`src/rtl/uart_core_if.sv`:
```
// rtl/uart_core_if.sv - serial pins and byte handshake bundle for uart_core
interface uart_core_if #(
  parameter int PAYLOAD_BITS = 8
);
  logic                    uart_rxd;
  logic                    uart_rx_en;
  logic                    uart_rx_break;
  logic                    uart_rx_valid;
  logic [PAYLOAD_BITS-1:0] uart_rx_data;
  logic                    uart_txd;
  logic                    uart_tx_en;
  logic                    uart_tx_busy;
  logic [PAYLOAD_BITS-1:0] uart_tx_data;

  modport slave (
    input  uart_rxd, uart_rx_en, uart_tx_en, uart_tx_data,
    output uart_rx_break, uart_rx_valid, uart_rx_data, uart_txd, uart_tx_busy
  );

  modport master (
    output uart_rxd, uart_rx_en, uart_tx_en, uart_tx_data,
    input  uart_rx_break, uart_rx_valid, uart_rx_data, uart_txd, uart_tx_busy
  );
endinterface

```
`src/rtl/uart_core.sv`:
```
// rtl/uart_core.sv - full-duplex 8N1 UART, bit timing from CLK_HZ/BIT_RATE
// Optional break detection enabled by defining UART_RX_BREAK_EN.
module uart_core #(
  parameter int BIT_RATE     = 9600,
  parameter int PAYLOAD_BITS = 8,
  parameter int CLK_HZ       = 12_000_000
) (
  input  logic        clk,
  input  logic        resetn,
  uart_core_if.slave  u
);
  localparam int CPB   = CLK_HZ / BIT_RATE;
  localparam int HALF  = CPB / 2;
  localparam int CNT_W = $clog2(CPB);
  localparam int BIT_W = $clog2(PAYLOAD_BITS);

  typedef enum logic [1:0] {S_IDLE, S_START, S_DATA, S_STOP} state_t;

  // ---------------- transmitter ----------------
  state_t                  tx_state, tx_next;
  logic [CNT_W-1:0]        tx_cnt;
  logic [BIT_W-1:0]        tx_bit;
  logic [PAYLOAD_BITS-1:0] tx_shreg;
  logic                    tx_bit_end;

  assign tx_bit_end = (tx_cnt == CNT_W'(CPB-1));

  always_ff @(posedge clk or negedge resetn) begin
    if (!resetn) tx_state <= S_IDLE;
    else         tx_state <= tx_next;
  end

  always_comb begin
    tx_next = tx_state;
    case (tx_state)
      S_IDLE:  if (u.uart_tx_en) tx_next = S_START;
      S_START: if (tx_bit_end) tx_next = S_DATA;
      S_DATA:  if (tx_bit_end && tx_bit == BIT_W'(PAYLOAD_BITS-1)) tx_next = S_STOP;
      S_STOP:  if (tx_bit_end) tx_next = S_IDLE;
      default: tx_next = S_IDLE;
    endcase
  end

  always_ff @(posedge clk or negedge resetn) begin
    if (!resetn) begin
      tx_cnt   <= '0;
      tx_bit   <= '0;
      tx_shreg <= '0;
    end else begin
      if (tx_state == S_IDLE || tx_bit_end) tx_cnt <= '0;
      else                                  tx_cnt <= tx_cnt + CNT_W'(1);
      if (tx_state == S_IDLE) begin
        tx_bit <= '0;
        if (u.uart_tx_en) tx_shreg <= u.uart_tx_data;
      end else if (tx_state == S_DATA && tx_bit_end) begin
        tx_bit   <= tx_bit + BIT_W'(1);
        tx_shreg <= tx_shreg >> 1;
      end
    end
  end

  // Line decoded straight from state so reset returns it high without a clock edge.
  assign u.uart_txd     = (tx_state == S_START) ? 1'b0 :
                          (tx_state == S_DATA)  ? tx_shreg[0] : 1'b1;
  assign u.uart_tx_busy = (tx_state != S_IDLE);

  // ---------------- receiver ----------------
  logic                    rxd_s1, rxd_s2, rxd_s3;
  logic                    rx_fall, rx_sample, rx_armed;
  state_t                  rx_state, rx_next;
  logic [CNT_W-1:0]        rx_cnt;
  logic [BIT_W-1:0]        rx_bit;
  logic [PAYLOAD_BITS-1:0] rx_shreg, rx_data_q;
  logic                    rx_valid_q;

  always_ff @(posedge clk or negedge resetn) begin
    if (!resetn) {rxd_s1, rxd_s2, rxd_s3} <= 3'b111;
    else         {rxd_s1, rxd_s2, rxd_s3} <= {u.uart_rxd, rxd_s1, rxd_s2};
  end

  assign rx_fall   = rxd_s3 & ~rxd_s2;
  // Start bit is checked at its midpoint; every later sample is one bit time on.
  assign rx_sample = (rx_state == S_START) ? (rx_cnt == CNT_W'(HALF-1))
                                           : (rx_cnt == CNT_W'(CPB-1));

  always_ff @(posedge clk or negedge resetn) begin
    if (!resetn) rx_state <= S_IDLE;
    else         rx_state <= rx_next;
  end

  always_comb begin
    rx_next = rx_state;
    if (!u.uart_rx_en) begin
      rx_next = S_IDLE;
    end else begin
      case (rx_state)
        S_IDLE:  if (rx_fall && rx_armed) rx_next = S_START;
        S_START: if (rx_sample) rx_next = rxd_s2 ? S_IDLE : S_DATA;
        S_DATA:  if (rx_sample && rx_bit == BIT_W'(PAYLOAD_BITS-1)) rx_next = S_STOP;
        S_STOP:  if (rx_sample) rx_next = S_IDLE;
        default: rx_next = S_IDLE;
      endcase
    end
  end

  always_ff @(posedge clk or negedge resetn) begin
    if (!resetn) begin
      rx_cnt     <= '0;
      rx_bit     <= '0;
      rx_shreg   <= '0;
      rx_data_q  <= '0;
      rx_valid_q <= 1'b0;
    end else begin
      rx_valid_q <= 1'b0;
      if (rx_state == S_IDLE || rx_sample) rx_cnt <= '0;
      else                                 rx_cnt <= rx_cnt + CNT_W'(1);
      if (rx_state != S_DATA) begin
        rx_bit <= '0;
      end else if (rx_sample) begin
        rx_bit   <= rx_bit + BIT_W'(1);
        rx_shreg <= {rxd_s2, rx_shreg[PAYLOAD_BITS-1:1]};
      end
      if (rx_state == S_STOP && rx_sample && u.uart_rx_en && rxd_s2) begin
        rx_data_q  <= rx_shreg;
        rx_valid_q <= 1'b1;
      end
    end
  end

  assign u.uart_rx_valid = rx_valid_q;
  assign u.uart_rx_data  = rx_data_q;

`ifdef UART_RX_BREAK_EN
  logic             rx_zero, rx_break_q;
  logic [CNT_W-1:0] rx_hi_cnt;

  // After a break the line must sit high for a full bit before a new start is trusted.
  always_ff @(posedge clk or negedge resetn) begin
    if (!resetn) begin
      rx_zero    <= 1'b0;
      rx_armed   <= 1'b1;
      rx_hi_cnt  <= '0;
      rx_break_q <= 1'b0;
    end else begin
      rx_break_q <= 1'b0;
      if (rx_state == S_START)                          rx_zero <= 1'b1;
      else if (rx_state == S_DATA && rx_sample && rxd_s2) rx_zero <= 1'b0;
      if (rx_state == S_STOP && rx_sample && u.uart_rx_en && !rxd_s2 && rx_zero) begin
        rx_break_q <= 1'b1;
        rx_armed   <= 1'b0;
        rx_hi_cnt  <= '0;
      end else if (!rx_armed) begin
        if (!rxd_s2)                              rx_hi_cnt <= '0;
        else if (rx_hi_cnt == CNT_W'(CPB-1))      rx_armed  <= 1'b1;
        else                                      rx_hi_cnt <= rx_hi_cnt + CNT_W'(1);
      end
    end
  end

  assign u.uart_rx_break = rx_break_q;
`else
  assign rx_armed        = 1'b1;
  assign u.uart_rx_break = 1'b0;
`endif
endmodule

```
`src/flat_wrapper.sv`:
```
// flat-port wrapper written by rule: the top's interface ports become plain ports
module uart_core_flat 
#(
  parameter int BIT_RATE     = 9600,
  parameter int PAYLOAD_BITS = 8,
  parameter int CLK_HZ       = 12_000_000
)
  (clk, resetn, u_uart_rxd, u_uart_rx_en, u_uart_tx_en, u_uart_tx_data, u_uart_rx_break, u_uart_rx_valid, u_uart_rx_data, u_uart_txd, u_uart_tx_busy);
  uart_core_if #(.PAYLOAD_BITS(PAYLOAD_BITS)) u_i ();
  input  logic clk;
  input  logic resetn;
  input wire logic [$bits(u_i.uart_rxd)-1:0] u_uart_rxd;
  input wire logic [$bits(u_i.uart_rx_en)-1:0] u_uart_rx_en;
  input wire logic [$bits(u_i.uart_tx_en)-1:0] u_uart_tx_en;
  input wire logic [$bits(u_i.uart_tx_data)-1:0] u_uart_tx_data;
  output wire logic [$bits(u_i.uart_rx_break)-1:0] u_uart_rx_break;
  output wire logic [$bits(u_i.uart_rx_valid)-1:0] u_uart_rx_valid;
  output wire logic [$bits(u_i.uart_rx_data)-1:0] u_uart_rx_data;
  output wire logic [$bits(u_i.uart_txd)-1:0] u_uart_txd;
  output wire logic [$bits(u_i.uart_tx_busy)-1:0] u_uart_tx_busy;
  assign u_i.uart_rxd = u_uart_rxd;
  assign u_i.uart_rx_en = u_uart_rx_en;
  assign u_i.uart_tx_en = u_uart_tx_en;
  assign u_i.uart_tx_data = u_uart_tx_data;
  assign u_uart_rx_break = u_i.uart_rx_break;
  assign u_uart_rx_valid = u_i.uart_rx_valid;
  assign u_uart_rx_data = u_i.uart_rx_data;
  assign u_uart_txd = u_i.uart_txd;
  assign u_uart_tx_busy = u_i.uart_tx_busy;
  uart_core #(.BIT_RATE(BIT_RATE), .PAYLOAD_BITS(PAYLOAD_BITS), .CLK_HZ(CLK_HZ)) u_core (.clk(clk), .resetn(resetn), .u(u_i));
endmodule
```
`config.mk`:
```
export PLATFORM = sky130hd
export DESIGN_NAME = uart_core_flat
export DESIGN_NICKNAME = d
export VERILOG_FILES = /design/src/rtl/uart_core_if.sv /design/src/rtl/uart_core.sv /design/src/flat_wrapper.sv
export SDC_FILE = /design/constraint.sdc
export NUM_CORES = 1
export LEC_CHECK = 0
export CORE_UTILIZATION = 29
export DETAILED_ROUTE_END_ITERATION = 7
export PLACE_DENSITY_LB_ADDON = 0.1
export SLEW_MARGIN = 40
export SYNTH_ARGS = -nofsm -noshare
export SYNTH_HDL_FRONTEND = slang
export SYNTH_SLANG_ARGS = --single-unit
```
`constraint.sdc`:
```
create_clock -name clk -period 3.5 [get_ports clk]
set_clock_uncertainty 0.1 [all_clocks]
set_input_delay 0.7 -clock clk [delete_from_list [all_inputs] [get_ports clk]]
set_output_delay 0.7 -clock clk [all_outputs]
set_load 0.05 [all_outputs]
```
==> results.md <==
* Status: completed
* Critical path class: reg2out
* Htree depth at 3
* Nets at 293
* Max incr delay on CP at 0.81 ns
* Syn nets at 262
* Post-DP HPWL at 3418 µm
* # diodes at 0
* Seq cells post-synth at 60
* Design area at 3392 µm²
* I/O Pins at 25
* Placement Cell Area at 3216 µm²
* Critical path's top delay family: buffers and inverters
* Placer Congestion at 0.6872
* Maximum VDD drop at 198.6 µV
* Cells after Synth at 238
* GR Util All Layers at 11.54%
* Worst-Margin Slew at 0.7536 ns
* Clk pin slew, worst setup/hold paths at 0.07 ns
* DRT antenna net count at 0
* Cell Area, Synth at 2824 µm²
* Crit path cell chain: inv_1, ha_1, a21oi_1, clkdlybuf4s50_1
* Tot Pwr at 1.294 mW
* Syn Area/Cell at 11.87 µm²
* Fmax at 355.6 MHz
* Sequential fraction of the synthesis area at 53.30%
* Area grow syn2layout at 20.12%
* Hold crit path type: reg2reg
* Vias per cell at 4.469
* Main synth FF type: dfrtp_1
* PostCTS Resize Cnt at 0
* CTS Root Cell: clkbuf_8
* MaxCap Viol Count at 0
* Post-CTS setup buffers at 0
* Hold Violations, Final at 0
* Setup-failing EPs final at 0
* Post-synth EDFFs at 0
* CP max-delay cell: clkdlybuf4s50_1
* Total wire length at 5022 µm
* Required time of the critical path at 2.70 ns
* Initial Util at 30.27%
* Layout cells sized above 1 at 20.07%
* Clock tree buffer depth at 2
* Vias in the first global route at 1856
* Setup_tns at 0 ns
* Seq pwr share at 54.3%
* Sw Pwr at 0.3203 mW
* Tmin final at 2.812 ns
* P_int at 0.9734 mW
* Synth warn at 0
* CP Buf/Inv Count at 2
* Switching Fraction at 24.76%
* GRT overflow at 0
* Die extent in x at 100.7 µm
* Count of cell types in the netlist at 37
* Final core utilization at 36.36%
* Die Span Y at 100.7 µm
* Rows at 35
* Leakage power at 1.515 nW
* Crit path arrival time at 2.01 ns
* Final slew viol count at 0
* Cts hold-fix bufs at 0
* Worst setup EP type: output pin
* Unrepaired setup endpoints after global routing: no
* Critical-path maximum fanout at 5
* Largest net degree at the start of global routing at 34
* Clock sink count at 60
* Port bufs at 23
* Ys async rst share at 100.0%
* Final cell count without fillers at 403
* DRT iter0 DRCs at 82
* Residual DRC at 0
* Core Footprint at 9328 µm²
* Cts bufs inserted at 9
* Slew HR at 49.57%
* Skew-Pair Late Insertion Delay at 0.33 ns
* Combinational share of power at 3.2%
* Nature of the critical path startpoint: flop
* Pwr per Cell Area at 381.4 nW/µm²
* Period Utilization, post-route at 80.35%
* # placed instances at 387
* Vias post-DR at 1801
* CTS tree: built
* Antenna violations before repair at 0
* Die ar. at 10140 µm²
* Clock network power share at 42.5%
* Wirelength per Cell at 12.46 µm
* First-pass GRT wire length at 8970 µm
* Drt pass-1 iters at 4
==> flip-flops by register name, summed over array words and instances (netlist names) <==
name	cells
u_core.rx_cnt	11
u_core.tx_cnt	11
u_core.rx_shreg	8
u_core.tx_shreg	8
u_core.u.uart_rx_data	8
u_core.rx_bit	3
u_core.tx_bit	3
u_core.rx_state	2
u_core.tx_state	2
u_core.rxd_s1	1
u_core.rxd_s2	1
u_core.rxd_s3	1
u_core.u.uart_rx_valid	1
==> final timing paths <==
| path | start | endpoint | cells after the start | slack (ns) |
|---|---|---|---|---|
| min reg2reg | u_core.rxd_s1 | u_core.rxd_s2 | 0 | 0.26 |
| max | u_core.tx_state[0] | u_uart_txd | 4 | 0.69 |
| min | u_core.rxd_s1 | u_core.rxd_s2 | 0 | 0.26 |
| max in group asynchronous | resetn | u_core.rx_shreg[7] | 2 | 2.39 |
| min in group asynchronous | resetn | u_core.tx_cnt[6] | 1 | 0.30 |
| max reg2reg | u_core.rx_state[1] | u_core.u.uart_rx_data[5] | 4 | 0.93 |
==> power by group through the flow <==
stage	sequential, mW	combinational [mW]	clock (mW)
2_1_floorplan	0.715	0.0115	0
3_3_place_gp	0.716	0.0429	0
3_5_place_dp	0.716	0.0428	0
4_1_cts	0.703	0.0429	0.581
5_1_grt	0.703	0.0469	0.606
6_report	0.703	0.0409	0.550
==> cells in the mapped netlist (2+ instances only) <==
master    instances  area [µm²]
a211o_1           2       17.52
a211oi_1          3       22.52
a21oi_1           3       15.01
and3_1            2       12.51
and4_1            4       35.03
buf_4             2       15.01
clkbuf_1          4       15.01
dfrtp_1          57        1426
dfstp_2           3       78.83
ha_1             11       137.6
inv_1            10       37.54
mux2_2           30       337.8
mux2i_1           7       70.07
nand2_1          16       60.06
nand2b_1          2       12.51
nand3_1           9       45.04
nand4_1           6       37.54
nor2_1           18       67.56
nor3_1           13       65.06
nor3b_1           2       15.01
xnor2_1           5       43.79
xor2_1           14       122.6
==> kinds of logic (layout without fill, tap and decap cells) <==
logic type                 after synthesis  after routing  share of synthesized area [%]
AOI/OAI and AO/OA                       16             16                          5.007
xor gates and xnor gates                19             19                          5.893
DFF                                     60             60                          53.30
adders and majority gates               11             11                          4.874
and+or+nand+nor                         78             78                          13.96
buffers and inverters                   16             52                          2.392
other                                    1              1                         0.1328
muxes                                   37             37                          14.44
==> layer usage <==
layer / share of wire (%) / track usage, % / up-vias / wire length, µm
met5: 0 / 0 / - / 0
met4: 2.1 / 6.689 / 0 / 103
met3: 3.2 / 2.843 / 10 / 162
met2: 44 / 17.54 / 21 / 2194
met1: 51 / 14.94 / 868 / 2561
li1: - / - / 902 / -
==> layout make-up <==
class,count,area [µm²]
inverter,10,37.54
multi-input combinational,162,1251
fill,927,5936
sequential,60,1505
clock inverter,7,52.55
clock buffer,9,123.9
timing repair buffer,26,260.3
tap,129,161.4
==> stage by stage <==
step / worst slack (ns) / hold WS [ns]
2_1_floorplan: 1.173 / 0.2452
3_3_place_gp: 0.9044 / 0.2471
3_5_place_dp: 0.9005 / 0.2506
4_1_cts: 0.6369 / 0.2609
5_1_grt: 0.5755 / 0.2658
6_report: 0.6879 / 0.2583
==> cells in the final DEF (no fill, tap or decap), drive strengths merged <==
cell / netlist / routed
dfrtp: 57 / 57
mux2: 30 / 30
clkdlybuf4s50: 0 / 22
nor2: 18 / 18
nand2: 16 / 16
xor2: 14 / 14
nor3: 13 / 13
ha: 11 / 11
inv: 10 / 11
nand3: 9 / 9
clkbuf: 4 / 9
mux2i: 7 / 7
nand4: 6 / 6
xnor2: 5 / 5
and4: 4 / 4
clkinvlp: 0 / 4
a211oi: 4 / 4
buf: 2 / 4
a21oi: 3 / 3
dfstp: 3 / 3
nand2b: 2 / 2
nor3b: 2 / 2
and3: 2 / 2
a211o: 2 / 2
a2111oi: 2 / 2
clkinv: 0 / 2
nand3b: 1 / 1
or4: 1 / 1
nor4: 1 / 1
nor4bb: 1 / 1
nor2b: 1 / 1
or3: 1 / 1
a222oi: 1 / 1
o21ai: 1 / 1
a2bb2oi: 1 / 1
o22ai: 1 / 1
a21o: 1 / 1
conb: 1 / 1
Note: power is estimated with default switching activity, not from simulation.
